===== src/rtl/rca_seq_ctrl.sv =====
// Sequencer that computes a WIDTH-bit add by stepping one shared CHUNK-bit ripple-carry adder, LSB slice first.
// Optional signed-overflow output out_ovf is enabled by defining RCA_SEQ_OVF_EN.
module rca_seq_ctrl #(
  parameter int WIDTH  = 128,
  parameter int CHUNK  = 32,
  parameter int SETTLE = 1
) (
  input  logic             clk,
  input  logic             rst_n,
  input  logic             in_valid,
  output logic             in_ready,
  input  logic [WIDTH-1:0] in_x,
  input  logic [WIDTH-1:0] in_y,
  input  logic             in_cin,
  output logic             out_valid,
  input  logic             out_ready,
  output logic [WIDTH-1:0] out_sum,
  output logic             out_cout,
  output logic [CHUNK-1:0] add_a,
  output logic [CHUNK-1:0] add_b,
  output logic             add_cin,
  input  logic [CHUNK-1:0] add_sum,
  input  logic             add_cout,
`ifdef RCA_SEQ_OVF_EN
  output logic             out_ovf,
`endif
  output logic             busy
);

  localparam int NCHUNK = WIDTH / CHUNK;
  localparam int KW     = (NCHUNK > 1) ? $clog2(NCHUNK) : 1;
  localparam int CW     = (SETTLE > 1) ? $clog2(SETTLE) : 1;

  typedef enum logic [1:0] {IDLE, RUN, DONE} state_t;

  state_t state, state_nxt;

  logic [KW-1:0]                k;
  logic [CW-1:0]                cnt;
  logic [NCHUNK-1:0][CHUNK-1:0] x_r, y_r, sum_r;
  logic                         c_r;
  logic                         accept, slice_done, last_slice;

  assign in_ready   = rst_n & (state == IDLE);
  assign accept     = in_valid & in_ready;
  assign slice_done = (state == RUN) && (cnt == CW'(SETTLE - 1));
  assign last_slice = (k == KW'(NCHUNK - 1));

  always_ff @(posedge clk) begin
    if (!rst_n) state <= IDLE;
    else        state <= state_nxt;
  end

  always_comb begin
    state_nxt = state;
    case (state)
      IDLE:    if (accept) state_nxt = RUN;
      RUN:     if (slice_done && last_slice) state_nxt = DONE;
      DONE:    if (out_ready) state_nxt = IDLE;
      default: state_nxt = IDLE;
    endcase
  end

  // Each slice result is captured on the last settle cycle; its carry feeds the next slice.
  always_ff @(posedge clk) begin
    if (!rst_n) begin
      k     <= '0;
      cnt   <= '0;
      x_r   <= '0;
      y_r   <= '0;
      c_r   <= 1'b0;
      sum_r <= '0;
    end else if (accept) begin
      x_r <= in_x;
      y_r <= in_y;
      c_r <= in_cin;
      k   <= '0;
      cnt <= '0;
    end else if (state == RUN) begin
      if (slice_done) begin
        sum_r[k] <= add_sum;
        c_r      <= add_cout;
        cnt      <= '0;
        if (!last_slice) k <= k + KW'(1);
      end else begin
        cnt <= cnt + CW'(1);
      end
    end
  end

  always_comb begin
    add_a   = '0;
    add_b   = '0;
    add_cin = 1'b0;
    if (state == RUN) begin
      add_a   = x_r[k];
      add_b   = y_r[k];
      add_cin = c_r;
    end
  end

  assign out_valid = (state == DONE);
  assign busy      = (state == RUN);
  assign out_sum   = sum_r;
  assign out_cout  = c_r;

`ifdef RCA_SEQ_OVF_EN
  logic ovf_r;

  // The top slice's sum arrives on the same edge it is stored, so overflow is taken from add_sum.
  always_ff @(posedge clk) begin
    if (!rst_n || accept) begin
      ovf_r <= 1'b0;
    end else if (slice_done && last_slice) begin
      ovf_r <= (x_r[NCHUNK-1][CHUNK-1] == y_r[NCHUNK-1][CHUNK-1]) &&
               (add_sum[CHUNK-1] != x_r[NCHUNK-1][CHUNK-1]);
    end
  end

  assign out_ovf = ovf_r & (state == DONE);
`endif

endmodule


===== config.mk =====
export PLATFORM = sky130hd
export DESIGN_NAME = rca_seq_ctrl
export DESIGN_NICKNAME = d
export VERILOG_FILES = /design/src/rtl/rca_seq_ctrl.sv
export SDC_FILE = /design/constraint.sdc
export NUM_CORES = 1
export LEC_CHECK = 0
export BUFFER_PORTS_ARGS = -buffer_cell sky130_fd_sc_hd__buf_4
export CORE_MARGIN = 2
export CORE_UTILIZATION = 30
export DETAILED_ROUTE_END_ITERATION = 12
export REMOVE_ABC_BUFFERS = 1
export SETUP_SLACK_MARGIN = 0.4
export SLEW_MARGIN = 10
export SYNTH_ARGS = -nofsm -noshare
export SYNTH_HDL_FRONTEND = slang
export SYNTH_SLANG_ARGS = --single-unit

===== constraint.sdc =====
create_clock -name clk -period 3.54 [get_ports clk]
set_clock_uncertainty 0.05 [all_clocks]
set_input_delay 0 -clock clk [delete_from_list [all_inputs] [get_ports clk]]
set_output_delay 0 -clock clk [all_outputs]
set_load 0.1 [all_outputs]

==> flow_summary.ini <==
[layout]
antennaDiodeCount = 0
nFillCells = 5196
ff_latch_area_mm2 = 0.007815
nNetsFinal = 2759
final_util_pct = 45.17
fin_area_mm2 = 0.02542
multi_input_area_mm2 = 0.008249
drive_gt1_share_pct = 35.57
final_cell_mix = nand2_1 (545), buf_4 (500), dfxtp_1 (388)
area_delta_synth_final_pct = 49.43
final_common_cell = nand2_1

[floorplan]
die_x_um = 242.1
start_util_pct = 30.23
rows = 87
dieArea_mm2 = 0.05863
io-pin-count = 491
fp.dieH_um = 242.1
coreArea_mm2 = 0.05628

[power_and_ir_drop]
powerDensity_mw_per_mm2 = 437.3
ir_worst_vdd_v = 0.0003474
p_clk_share_pct = 41.4
seq_power_share_pct = 41.8
total_power_mw = 11.12
p_comb_share_pct = 16.8
p_int_mw = 8.119
leakage_nw = 9.880
swShare_pct = 26.98
p_switching_mw = 2.999

[sta]
fin_tns_setup_ns = 0
fin_crit_sh_pct = 78.06
fin_ws_ns = 0.7766
finalHoldViolCount = 0
tightest_slew_ns = 1.139
slew-limit-headroom_pct = 24.10
rsz0062_at_grt = no
fmax_mhz = 361.9
slew_viol_final = 0
setup_viol = 0
period_minus_slack_ns = 2.763

[logic_synthesis]
synth.distinct_cells = 30
yosys_warnings = 0
syn_avg_cell_area_um2 = 9.656
synth_top_cell_by_area = dfxtp_1
yosysTopAreaCellShare_pct = 45.89
syn_inst = 1762
synth-async-reset-ratio_pct = 0
yosys_most_used_dff = dfxtp_1
syn_area_mm2 = 0.01701
synth.area.top_cells = dfxtp_1 (46%), a21boi_2 (15%), nand2_1 (12%)
synth_edf_count = 0
ys_seq_area_share_pct = 45.89
synth_seq_cells = 390

[global_routing]
grt_usage_pct = 17.75
grt_pass1_vias = 15600
grt_first_pass_wirelength_um = 84910
grt_antenna_before_repair = 2
grt-ovfl-total = 0
grt_max_degree = 200

[detailed_routing]
wl_per_cell_um = 16.30
dr.pass1.iters = 5
viasPerCell = 4.624
drt_iter0_drc = 587
drc = 0
ant_nets = 0
drt-total-wl_um = 52980
num_vias = 15030

[cts]
cts_max_level = 2
cts.sinks = 390
cts-root-buf = clkbuf_16
cts_resized = 0
clk_latency_ns = 0.55
cts_tree = yes
cts.clk_slew.worst_paths_ns = 0.06
cts_buffer_depth = 3
cts_buffers = 44

[status]
outcome = finished, final reports clean

[worst_setup_path]
cp.required_ns = 3.49
critPathKind = reg2out
end_kind = output port
critPathLaunchType = register
cp_data_arrival_time_ns = 2.71
cp_max_fo = 28

[placement]
placed_cell_area_mm2 = 0.02095
dp_slack_ns = 1.248
gp_congestion = 0.8589
hpwl_um = 33460
io_buffers = 490

[job]
max-cap-violations = 0

[worst_hold_path]
hold_class = in2reg
[through the flow]
step                      hold slack [ns]  cells
after floorplan                   0.08482   1606
after global placement             0.2035   2871
after detailed placement           0.2061   2871
after CTS                          0.1562   3250
after global routing               0.1767   3250
final                              0.2023   3250
[routing by layer]
layer | global-route usage [%] | vias to the layer above | wire (um)
met5 | 0 | - | 30
li1 | - | 7335 | -
met4 | 5.156 | 4 | 1340
met3 | 5.362 | 96 | 4133
met1 | 21.85 | 7086 | 22390
met2 | 29.92 | 507 | 25090
[worst paths after layout]
check | from | cells after the start | endpoint | slack, ns
setup reg to reg | state[0] | 4 | state[1] | 0.86
setup / recovery | state[0] | 4 | add_a[5] | 0.78
hold / removal | in_y[7] | 4 | y_r[7] | 0.20
hold reg to reg | y_r[53] | 2 | y_r[53] | 0.40
[repair_timing]
| action | CTS | global route |
|---|---|---|
| hold buffers | 300 | 0 |
| hold endpoints to repair | 390 | 0 |
| buffers inserted | 0 | 0 |
[critical path, cell delays in order, from the launching register on]
cell and delay (ns):
dfxtp_1 0.62, and2b_2 0.58, buf_4 0.42, and2_1 0.21
buf_4 0.29
[cell usage after synthesis, types with 10 or more instances]
cell and count:
mux4_2 64, nand2_1 545, a21boi_0 17, a21boi_2 231, buf_2 39, buf_4 10, buf_8 20, clkbuf_1 57
o21ai_0 128, buf_1 23, dfxtp_1 390, nand3_1 128, and2_1 65
[state kept, by name, summed over array words and instances, names as in the netlist]
signal and count:
y_r 128, out_sum 128, out_cout 1, k 2, x_r 128, state 2
cnt 1
[kinds of logic after synthesis]
family                     after synthesis  share of synthesized area (%)
and+or+nand+nor                        755                          18.95
muxes                                   66                          8.589
AOI/OAI and AO/OA                      388                          20.29
DFF                                    390                          45.89
xor gates and xnor gates                 1                        0.05149
buffers and inverters                  158                          5.935
adders and majority gates                4                         0.2942
[power by group through the flow]
stage | Clock [mW] | Combinational (mW) | Sequential [mW]
3_5_place_dp | 0 | 1.59 | 4.74
5_1_grt | 4.92 | 1.98 | 4.67
6_report | 4.61 | 1.86 | 4.65
4_1_cts | 4.75 | 1.87 | 4.65
3_3_place_gp | 0 | 1.58 | 4.74
2_1_floorplan | 0 | 0.726 | 5.05
[cell type report]
class	count	area share (%)
multi-input combinational	1214	32.45
tap	756	3.721
inverter	2	0.02953
sequential	390	30.74
clock buffer	67	5.423
clock inverter	12	0.3740
timing repair buffer	809	27.27
(Power assumes the default switching activity.)
